### config.mk
export PLATFORM = sky130hd
export DESIGN_NAME = ghost_mode_sched
export DESIGN_NICKNAME = d
export VERILOG_FILES = /design/src/rtl/ghost_mode_sched_pkg.sv /design/src/rtl/ghost_mode_sched_target_orange.sv /design/src/rtl/ghost_mode_sched.sv
export SDC_FILE = /design/constraint.sdc
export NUM_CORES = 1
export LEC_CHECK = 0
export CORE_MARGIN = 2
export CORE_UTILIZATION = 40
export CTS_CLUSTER_SIZE = 10
export DETAILED_ROUTE_END_ITERATION = 16
export GPL_ROUTABILITY_DRIVEN = 0
export GPL_TIMING_DRIVEN = 0
export PLACE_DENSITY = 0.59
export SKIP_LAST_GASP = 1
export SYNTH_ARGS = -nofsm -noshare
export SYNTH_HDL_FRONTEND = slang
export SYNTH_HIERARCHICAL = 1
export SYNTH_SLANG_ARGS = --single-unit
export TNS_END_PERCENT = 20
### constraint.sdc
create_clock -name vga_pix_clk -period 10.14 [get_ports vga_pix_clk]
set_input_delay 2.535 -clock vga_pix_clk [delete_from_list [all_inputs] [get_ports vga_pix_clk]]
set_output_delay 2.535 -clock vga_pix_clk [all_outputs]
set_load 0.005 [all_outputs]
### src/rtl/ghost_mode_sched_pkg.sv
// ---------------------------------------------------------------------------
// ghost_mode_sched_pkg
// Shared Pac-Man parameters: ghost mode encoding, scheduler state encoding,
// the scatter/chase phase table and the orange ghost's scatter corner.
// Imported by ghost_mode_sched and ghost_target_orange.
// ---------------------------------------------------------------------------
package ghost_mode_sched_pkg;

   typedef enum logic [1:0] {
      GM_SCATTER    = 2'd0,
      GM_CHASE      = 2'd1,
      GM_FRIGHTENED = 2'd2
   } ghost_mode_t;

   typedef enum logic {
      ST_RUN    = 1'b0,
      ST_FRIGHT = 1'b1
   } sched_state_t;

   localparam int PHASE_W = 3;
   localparam int TIMER_W = 11;
   localparam int PIX_W   = 9;
   localparam int TILE_W  = 6;
   localparam int D2_W    = 12;

   // Last phase is chase forever; its timer never advances.
   localparam logic [PHASE_W-1:0] LAST_PHASE = 3'd7;

   // Orange ghost scatter corner (tile 0, 35).
   localparam logic [PIX_W-1:0] CORNER_X = 9'd0;
   localparam logic [PIX_W-1:0] CORNER_Y = 9'd280;

   // Orange chases only while at least 8 tiles away (squared distance).
   localparam logic [D2_W-1:0] CHASE_MIN_D2 = 12'd64;

   // Phase durations in frames. The last phase is unbounded; its entry is
   // never consulted because the timer holds there.
   function automatic logic [TIMER_W-1:0] phase_dur(input logic [PHASE_W-1:0] ph);
      logic [TIMER_W-1:0] dur;
      case (ph)
         3'd0, 3'd2:       dur = 11'd420;
         3'd1, 3'd3, 3'd5: dur = 11'd1200;
         3'd4, 3'd6:       dur = 11'd300;
         default:          dur = 11'd0;
      endcase
      return dur;
   endfunction

   // Even phases scatter, odd phases chase.
   function automatic ghost_mode_t phase_mode(input logic [PHASE_W-1:0] ph);
      return ph[0] ? GM_CHASE : GM_SCATTER;
   endfunction

endpackage

### src/rtl/ghost_mode_sched_target_orange.sv
// ---------------------------------------------------------------------------
// ghost_target_orange
// Registered target pixel for the orange ghost. In chase mode the ghost
// heads for Pac-Man while it is at least 8 tiles away (squared tile distance
// >= 64); otherwise, and in scatter/frightened modes, it heads for its
// corner.
// Ports:
//   clk_i, rst_i              clock, synchronous active-high reset
//   mode_i                    current ghost mode (ghost_mode_t encoding)
//   x_pac_i, y_pac_i          Pac-Man pixel position
//   x_orange_i, y_orange_i    orange ghost pixel position
//   x_target_o, y_target_o    target pixel, one cycle after the inputs
// ---------------------------------------------------------------------------
module ghost_target_orange
   import ghost_mode_sched_pkg::*;
(
   input  logic       clk_i,
   input  logic       rst_i,
   input  logic [1:0] mode_i,
   input  logic [8:0] x_pac_i,
   input  logic [8:0] y_pac_i,
   input  logic [8:0] x_orange_i,
   input  logic [8:0] y_orange_i,
   output logic [8:0] x_target_o,
   output logic [8:0] y_target_o
);

   logic [TILE_W-1:0] tx_pac, ty_pac, tx_or, ty_or;
   logic [TILE_W-1:0] dx, dy;
   logic [D2_W-1:0]   dx_w, dy_w, d2;
   logic [PIX_W-1:0]  x_target_d, y_target_d, x_target_q, y_target_q;
   logic              unused_lsbs;

   // Only whole tiles matter for distance; the orange pixel offset is unused.
   assign unused_lsbs = ^{x_orange_i[2:0], y_orange_i[2:0]};

   assign tx_pac = x_pac_i[8:3];
   assign ty_pac = y_pac_i[8:3];
   assign tx_or  = x_orange_i[8:3];
   assign ty_or  = y_orange_i[8:3];

   assign dx = (tx_pac >= tx_or) ? (tx_pac - tx_or) : (tx_or - tx_pac);
   assign dy = (ty_pac >= ty_or) ? (ty_pac - ty_or) : (ty_or - ty_pac);

   // Squared distance is kept to 12 bits; larger sums wrap.
   assign dx_w = {6'd0, dx};
   assign dy_w = {6'd0, dy};
   assign d2   = dx_w * dx_w + dy_w * dy_w;

   always_comb begin
      x_target_d = CORNER_X;
      y_target_d = CORNER_Y;
      if ((mode_i == GM_CHASE) && (d2 >= CHASE_MIN_D2)) begin
         x_target_d = x_pac_i;
         y_target_d = y_pac_i;
      end
   end

   always_ff @(posedge clk_i) begin
      if (rst_i) begin
         x_target_q <= CORNER_X;
         y_target_q <= CORNER_Y;
      end else begin
         x_target_q <= x_target_d;
         y_target_q <= y_target_d;
      end
   end

   assign x_target_o = x_target_q;
   assign y_target_o = y_target_q;

endmodule

### src/rtl/ghost_mode_sched.sv
// ---------------------------------------------------------------------------
// ghost_mode_sched
// Ghost mode scheduler: walks the scatter/chase phase table on frame strobes,
// enters frightened mode on power pellets (freezing the phase), drives the
// frightened-sprite flash and computes the orange ghost's target.
// Ports:
//   vga_pix_clk, rst          pixel clock, synchronous active-high reset
//   frame_stb                 one pulse per frame
//   pellet_eaten              power pellet eaten (pulse)
//   pac_caught                Pac-Man caught / level restart (pulse)
//   x_pac, y_pac              Pac-Man pixel position
//   x_orange, y_orange        orange ghost pixel position
//   mode                      ghost_mode_t, registered
//   mode_change               one-cycle pulse telling ghosts to reverse
//   flash                     frightened sprite colour toggle
//   x_target, y_target        orange ghost target pixel, registered
// ---------------------------------------------------------------------------
module ghost_mode_sched
   import ghost_mode_sched_pkg::*;
#(
   parameter int FRIGHT_FRAMES = 360,
   parameter int FLASH_FRAMES  = 120,
   parameter int FLASH_PERIOD  = 15
) (
   input  logic       vga_pix_clk,
   input  logic       rst,
   input  logic       frame_stb,
   input  logic       pellet_eaten,
   input  logic       pac_caught,
   input  logic [8:0] x_pac,
   input  logic [8:0] y_pac,
   input  logic [8:0] x_orange,
   input  logic [8:0] y_orange,
   output logic [1:0] mode,
   output logic       mode_change,
   output logic       flash,
   output logic [8:0] x_target,
   output logic [8:0] y_target
);

   localparam int FRW = (FRIGHT_FRAMES < 2) ? 1 : $clog2(FRIGHT_FRAMES + 1);
   localparam int FPW = (FLASH_PERIOD < 2) ? 1 : $clog2(FLASH_PERIOD);

   localparam logic [FRW-1:0] FRIGHT_LOAD = FRW'(FRIGHT_FRAMES);
   localparam logic [FRW-1:0] FLASH_AT    = FRW'(FLASH_FRAMES);
   localparam logic [FRW-1:0] FR_ONE      = FRW'(1);
   localparam logic [FPW-1:0] FP_LAST     = FPW'(FLASH_PERIOD - 1);
   localparam logic [FPW-1:0] FP_ONE      = FPW'(1);
   // A fright shorter than the flash window flashes from the first frame.
   localparam bit             FLASH_AT_LOAD = (FRIGHT_FRAMES <= FLASH_FRAMES);

   sched_state_t         state_q, state_d;
   logic [PHASE_W-1:0]   phase_q, phase_d;
   logic [TIMER_W-1:0]   timer_q, timer_d;
   logic [FRW-1:0]       fright_q, fright_d;
   logic [FPW-1:0]       fcnt_q, fcnt_d;
   logic                 flash_q, flash_d;
   logic                 mode_change_q, mode_change_d;
   ghost_mode_t          mode_q, mode_d;
   logic                 in_window;

   assign in_window = FLASH_AT_LOAD || (fright_q <= FLASH_AT);

   always_comb begin
      state_d       = state_q;
      phase_d       = phase_q;
      timer_d       = timer_q;
      fright_d      = fright_q;
      fcnt_d        = fcnt_q;
      flash_d       = flash_q;
      mode_d        = mode_q;
      mode_change_d = 1'b0;

      if (pac_caught) begin
         state_d  = ST_RUN;
         phase_d  = '0;
         timer_d  = '0;
         fright_d = '0;
         fcnt_d   = '0;
         flash_d  = 1'b0;
         mode_d   = GM_SCATTER;
      end else if (pellet_eaten) begin
         // Only the first pellet reverses the ghosts; later ones just extend.
         if (state_q == ST_RUN) begin
            mode_change_d = 1'b1;
         end
         state_d  = ST_FRIGHT;
         fright_d = FRIGHT_LOAD;
         fcnt_d   = '0;
         flash_d  = FLASH_AT_LOAD;
         mode_d   = GM_FRIGHTENED;
      end else if (frame_stb) begin
         if (state_q == ST_RUN) begin
            if (phase_q != LAST_PHASE) begin
               if ((timer_q + 11'd1) == phase_dur(phase_q)) begin
                  phase_d       = phase_q + 3'd1;
                  timer_d       = '0;
                  mode_d        = phase_mode(phase_q + 3'd1);
                  mode_change_d = 1'b1;
               end else begin
                  timer_d = timer_q + 11'd1;
               end
            end
         end else begin
            fright_d = fright_q - FR_ONE;
            if (fright_q <= FR_ONE) begin
               // Resume the frozen phase silently.
               state_d  = ST_RUN;
               fright_d = '0;
               fcnt_d   = '0;
               flash_d  = 1'b0;
               mode_d   = phase_mode(phase_q);
            end else if (!FLASH_AT_LOAD && (fright_d == FLASH_AT)) begin
               flash_d = 1'b1;
               fcnt_d  = '0;
            end else if (in_window) begin
               if (fcnt_q == FP_LAST) begin
                  flash_d = ~flash_q;
                  fcnt_d  = '0;
               end else begin
                  fcnt_d = fcnt_q + FP_ONE;
               end
            end
         end
      end
   end

   always_ff @(posedge vga_pix_clk) begin
      if (rst) begin
         state_q       <= ST_RUN;
         phase_q       <= '0;
         timer_q       <= '0;
         fright_q      <= '0;
         fcnt_q        <= '0;
         flash_q       <= 1'b0;
         mode_change_q <= 1'b0;
         mode_q        <= GM_SCATTER;
      end else begin
         state_q       <= state_d;
         phase_q       <= phase_d;
         timer_q       <= timer_d;
         fright_q      <= fright_d;
         fcnt_q        <= fcnt_d;
         flash_q       <= flash_d;
         mode_change_q <= mode_change_d;
         mode_q        <= mode_d;
      end
   end

   assign mode        = mode_q;
   assign mode_change = mode_change_q;
   assign flash       = flash_q;

   ghost_target_orange u_target (
      .clk_i      (vga_pix_clk),
      .rst_i      (rst),
      .mode_i     (mode_q),
      .x_pac_i    (x_pac),
      .y_pac_i    (y_pac),
      .x_orange_i (x_orange),
      .y_orange_i (y_orange),
      .x_target_o (x_target),
      .y_target_o (y_target)
   );

endmodule

# Word level (Yosys, flattened, before mapping)
# Index checks and enable logic that the tools add are counted.
[word_totals]
ff_bits = 50
inputBits = 41
out_inout_bits = 22
wordCells = 108
[op_classes]
n_addsub = 9
mul = 2
n_lt_le_gt_ge = 5
eq_ne = 13
mux = 39
n_bitwise = 4
reduce_logical = 24
[ops]
columns = ["op", "n"]
rows = [
  ["2-to-1 mux 11 bit", 6],
  ["2-to-1 mux 9 bit", 4],
  ["case mux 11 bit (3 select lines)", 1],
  ["multiplier 6 x 6 -> 12 bit", 2],
  ["subtractor 6 bit", 4],
  ["2-to-1 mux 1 bit", 16],
  ["2-to-1 mux 4 bit", 4],
  ["AND reduction 4 bit", 4],
  ["adder 12 bit", 1],
  ["greater-or-equal comparator 12 x 7 -> 1 bit (second input constant)", 1],
  ["greater-or-equal comparator 6 bit", 2],
  ["2-to-1 mux 2 bit", 6],
  ["2-to-1 mux 6 bit", 2],
  ["nonzero test 3 bit", 4],
  ["adder 11 x 1 -> 11 bit (second input constant)", 1],
  ["equality test 11 bit", 1],
  ["equality test 3 bit (second input constant)", 3],
  ["equality test 9 x 7 -> 1 bit (second input constant)", 1],
  ["<= comparator 9 x 1 -> 1 bit (second input constant)", 1],
  ["<= comparator 9 x 7 -> 1 bit (second input constant)", 1],
  ["subtractor 9 x 1 -> 9 bit (second input constant)", 1],
  ["nonzero test 2 bit", 4],
  ["OR reduction 2 bit", 4],
  ["equality test 3 x 2 -> 1 bit (second input constant)", 2],
  ["15 further kinds", 20],
]

# Longest topological paths before layout
[depth]
depth_word = 14
mapped_depth = 34
ltp_nobuf = 32

# By module
# The synthesis kept the hierarchy.
[modules_own_cells]
columns = ["mod", "n_inst", "cells_per_inst", "area_each_um2"]
rows = [
  ["ghost_target_orange", 1, 387, 3465.8],
  ["ghost_mode_sched", 1, 278, 2182.1],
]

# Worst setup path before layout
# No wires, ideal clock.
[synth_timing]
path_type = "in2reg"
from = "input y_pac[3]"
to = "register u_target.x_target_q[0], in the netlist u_target/x_target_o[0]"
setup_time_ns = 0.116
arrival_time_ns = 9.372
slack_ns = 0.652
path_stages = 29
cell_sequence = "inv_1 -> ha_1 -> inv_1 -> fa_1 -> a211oi_2 -> o21ai_2 -> a21oi_4 -> mux2_4 -> xor2_2 -> nor2_1 -> inv_1 -> fa_1 -> fa_1 -> inv_1 -> fa_1 -> inv_1 -> fa_1 -> fa_1 -> fa_1 -> nor2b_1 -> o21ai_0 -> a21boi_0 -> o21ai_0 -> a2111oi_0 -> o21ai_0 -> and4b_1 -> buf_6 -> buf_12 -> nor3_2"
[synth_between]
elab_chain_cells = 8
word_cells_on_any_way = 10
[synth_rtl]
columns = ["element", "line_no", "rtl"]
rows = [
  ["from (decl)", "ghost_mode_sched.sv:31", "input logic [8:0] y_pac,"],
  ["subtractor 6 bit or greater-or-equal comparator 6 bit (tied branches)", "ghost_mode_sched_target_orange.sv:43", "assign dy = (ty_pac >= ty_or) ? (ty_pac - ty_or) : (ty_or - ty_pac);"],
  ["2-to-1 mux 6 bit *", "ghost_mode_sched_target_orange.sv:43", ""],
  ["multiplier 6 x 6 -> 12 bit *", "ghost_mode_sched_target_orange.sv:48", "assign d2 = dx_w * dx_w + dy_w * dy_w;"],
  ["adder 12 bit *", "ghost_mode_sched_target_orange.sv:48", ""],
  ["greater-or-equal comparator 12 x 7 -> 1 bit *", "ghost_mode_sched_target_orange.sv:53", "if ((mode_i == GM_CHASE) && (d2 >= CHASE_MIN_D2)) begin"],
  ["logical AND 1 bit *", "ghost_mode_sched_target_orange.sv:53", ""],
  ["inverter 1 bit (no line) *", "n/a", ""],
  ["OR reduction 2 bit (no line) *", "n/a", ""],
  ["to (signal assigned)", "ghost_mode_sched_target_orange.sv:64", "x_target_q <= x_target_d;"],
  ["to (decl)", "ghost_mode_sched_target_orange.sv:31", "logic [PIX_W-1:0] x_target_d, y_target_d, x_target_q, y_target_q;"],
]
# Every way passes the cells marked *; elsewhere a longest branch is shown, timed or not.
# A chain may end at the register's enable or synchronous reset.

# Worst setup path in the final report
[layout_timing]
from = "input x_orange[3]"
to = "register u_target.y_target_q[7], in the netlist u_target/y_target_o[7]"
[layout_between]
elab_chain_cells = 8
word_cells_on_any_way = 10
[layout_rtl]
columns = ["element", "line_no", "rtl"]
rows = [
  ["from (decl)", "ghost_mode_sched.sv:32", "input logic [8:0] x_orange,"],
  ["subtractor 6 bit or greater-or-equal comparator 6 bit (tied branches)", "ghost_mode_sched_target_orange.sv:42", "assign dx = (tx_pac >= tx_or) ? (tx_pac - tx_or) : (tx_or - tx_pac);"],
  ["2-to-1 mux 6 bit *", "ghost_mode_sched_target_orange.sv:42", ""],
  ["multiplier 6 x 6 -> 12 bit *", "ghost_mode_sched_target_orange.sv:48", ""],
  ["adder 12 bit *", "ghost_mode_sched_target_orange.sv:48", ""],
  ["greater-or-equal comparator 12 x 7 -> 1 bit *", "ghost_mode_sched_target_orange.sv:53", ""],
  ["logical AND 1 bit *", "ghost_mode_sched_target_orange.sv:53", ""],
  ["inverter 1 bit (no line) *", "n/a", ""],
  ["OR reduction 2 bit (no line) *", "n/a", ""],
  ["to (signal assigned)", "ghost_mode_sched_target_orange.sv:65", "y_target_q <= y_target_d;"],
  ["to (decl)", "ghost_mode_sched_target_orange.sv:31", ""],
]
# Marks and branches as above.

==> run_results.csv <==
group,metric,value,unit
global_route,globalRoute.busiestLayer,"met2",
placed_design,port-buffer-count,56,
synthesis,async_reset_ff_share,0,%
global_route,met3_usage,3.02,%
clock_tree,clockBufferDepth,2,
setup_path,endpoint_kind,"register",
timing,relSlewSlack,49.1,%
drt,firstDrtPassIters,4,
setup_path,crit_required,10.33,ns
clock_tree,cts_tree,"built",
synthesis,synth_edf_count,0,
run,cap_viol_max_count,0,
synthesis,synthAdderAreaFrac,26.3,%
clock_tree,cts-root-buf,"clkbuf_16",
die,ios,63,
synthesis,syn_area,5650,sq um
outcome,status,"completed",
die,start_util,40.8,%
placed_design,dp_cells,901,
setup_path,startpoint_type,"input port",
synthesis,synth_area_leaders,"dfxtp_1, fa_1, ha_1",
power,cellLeakagePower,3.08,nW
drt,via_count,4735,
synthesis,synth_top_family_by_area,"adder cells",
clock_tree,cts_hold_buf,0,
synthesis,synth_xor_area_share,4.65,%
clock_tree,clk-insertion-delay-late,0.30,ns
die,dieHeight,123,um
final_layout,area_growth,21.2,%
synthesis,syn-num-nets,802,
setup_path,max_stage_delay,0.59,ns
drt,routed_wl,12900,um
timing,skew,0.00790,ns
synthesis,post-synth-top-count-cell,"inv_1",
timing,finalCritPeriodShare,96.2,%
synthesis,synth.distinct_cells,75,
clock_tree,path_clk_slew,0.07,ns
drt,routedWlPerCell,14.0,um
die,dieArea,15100,sq um
global_route,gr-total-overflow,0,
global_route,grtUsageMet1,25.1,%
synthesis,synthFlopType,"dfxtp_1",
setup_path,critical_path_class,"input port to register",
synthesis,synth.yosys.warnings,6,
global_route,grt_pass1_vias,4745,
timing,period_needed,9.75,ns
timing,grt_setup_unrepaired,"false",
final_layout,layout-drive-gt1-share,13.6,%
synthesis,synth_common_cells,"inv_1, ha_1, nor2_1",
die,core,13800,sq um
synthesis,yosysSeqAreaShare,17.7,%
setup_path,critPathMostFrequentCell,"fa_1",
die,rows,43,
setup_path,crit_fanout,10,
timing,tightest_slew,0.761,ns
synthesis,synth_compound_area_share,14.6,%
synthesis,synthSimpleGateAreaFrac,23.9,%
clock_tree,cts.sinks,50,
placed_design,hpwlAfterDp,10400,um
final_layout,antenna_cells,0,
drt,antenna_left,0,
synthesis,synth_top_cell_by_area,"dfxtp_1",
power,peakVddDrop,0.000493,V
global_route,antenna_found_initial,0,
global_route,grt_start_max_net_pins,18,
final_layout,final_cells,924,
synthesis,yosys.area.top_type_share,17.7,%
die,die_w,123,um
synthesis,synthCells,665,
timing,maxSlewViolCount,0,
hold_path,hold_path_class,"register to register",
clock_tree,htreeDepth,2,
setup_path,worstPathArrival,9.94,ns
drt,drtIter0Drc,280,
synthesis,yosys_register_bits,50,
setup_path,cpMaxStageDelayCell,"fa_1",
drt,drcViolationCount,0,
timing,setup_violations,0,
global_route,grt_util_all_layers,18.0,%
clock_tree,cts_made_buffers,5,
power,p_per_area,363,nW/um^2
synthesis,synth_mux_area_share,2.59,%
synthesis,avgSynthCellArea,8.49,sq um
global_route,use_met2,28.4,%
timing,holdWs,0.492,ns
timing,clock.fmax,103,MHz
drt,avgViaCountPerCell,5.12,
final_layout,nets,880,
timing,finalHoldViolCount,0,
global_route,grt_pass1_wl,22000,um
kinds of logic (layout without fill, tap and decap cells):
group,Yosys count,in the layout
AO/OA/AOI/OAI,112,112
XOR/XNOR,27,27
adder cells (fa/ha/maj),96,96
buffers and inverters,133,212
flip-flops,50,50
multiplexers,14,14
AND/OR/NAND/NOR,233,233
where the power goes:
part	switching [mW]	leakage (nW)	internal [mW]	total (mW)
sequential	0.00199	0.404	0.198	0.200
combinational	1.12	2.59	0.959	2.08
clock	0.0816	0.0848	0.118	0.200
placed cells by master (no fill, tap or decap), types with 7 or more instances in the layout:
cell	netlist	final
buf_4	0	15
o21ai_1	5	7
nor2_1	51	48
a21oi_1	25	25
mux2i_1	12	11
a21o_1	11	11
ha_1	58	56
nand2_1	31	31
clkdlybuf4s50_1	0	53
dfxtp_1	50	50
nor3_2	12	12
o21ai_0	22	18
buf_6	7	7
nand3b_1	10	10
xnor2_1	18	14
fa_1	38	36
buf_2	7	7
nand2b_1	8	8
inv_1	103	101
or3_1	11	11
clkbuf_1	15	15
nor2b_1	11	10
nand3_1	26	26
nor4_1	8	8
nor3_1	16	16
nand4_1	7	7
worst max-delay path, delay by kind of cell:
family | cells | cell delay, ns
xor gates and xnor gates | 1 | 0.15
adders and majority gates | 8 | 3.50
muxes | 1 | 0.15
buffers and inverters | 10 | 1.52
and+or+nand+nor | 4 | 0.66
AOI/OAI and AO/OA | 9 | 1.40
path summary, 6_finish.rpt:
| kind | start | end | slack (ns) | cells past startpoint |
|---|---|---|---|---|
| worst max-delay path | x_orange[3] | u_target/y_target_o[7] | 0.39 | 33 |
| worst max register to register | phase_q[0] | phase_q[2] | 7.24 | 10 |
| worst min register to register | timer_q[1] | timer_q[1] | 0.49 | 2 |
| worst min-delay path | timer_q[1] | timer_q[1] | 0.49 | 2 |
final cells by class:
class	count	area, sq um
fill	1291	6980
multi-input combinational	482	4190
sequential	50	1000
timing repair buffer	71	681
inverter	103	390
tap	180	225
buffer	30	190
clock buffer	5	125
clock inverter	3	47.5
state kept, by name, indices dropped and copies added (netlist names):
| name | count |
|---|---|
| state_q | 1 |
| mode | 2 |
| timer_q | 11 |
| u_target/y_target_o | 9 |
| fright_q | 9 |
| mode_change | 1 |
| phase_q | 3 |
| flash | 1 |
| u_target/x_target_o | 9 |
| fcnt_q | 4 |
per-layer routing:
| metal | wire length (um) | vias to the layer above |
|---|---|---|
| met5 | 0 | - |
| met3 | 659 | 17 |
| met1 | 6280 | 2217 |
| li1 | - | 2399 |
| met2 | 5790 | 102 |
| met4 | 200 | 0 |
stage by stage:
stage               total power, mW  instance area, sq um  utilization [%]  worst slack, ns  TNS [ns]
floorplan                      1.59                  5650                -            0.652         0
global placement               1.89                  6430             46.5           -0.642     -10.0
detailed placement             1.94                  6430             46.5           -0.819    -13.32
CTS                            2.24                  6690             48.4           0.0333         0
global route                   2.83                  6850             49.5           0.0188         0
finish                         2.48                  6850             49.5            0.388         0
repair_timing:
action / 4_1_cts / 5_1_grt
pin swaps: 4 / 12
buffers inserted: 5 / 10
endpoints found under the setup margin: 18 / 18
resized for setup: 12 / 22
No activity file was read; power rests on OpenSTA's default activity.
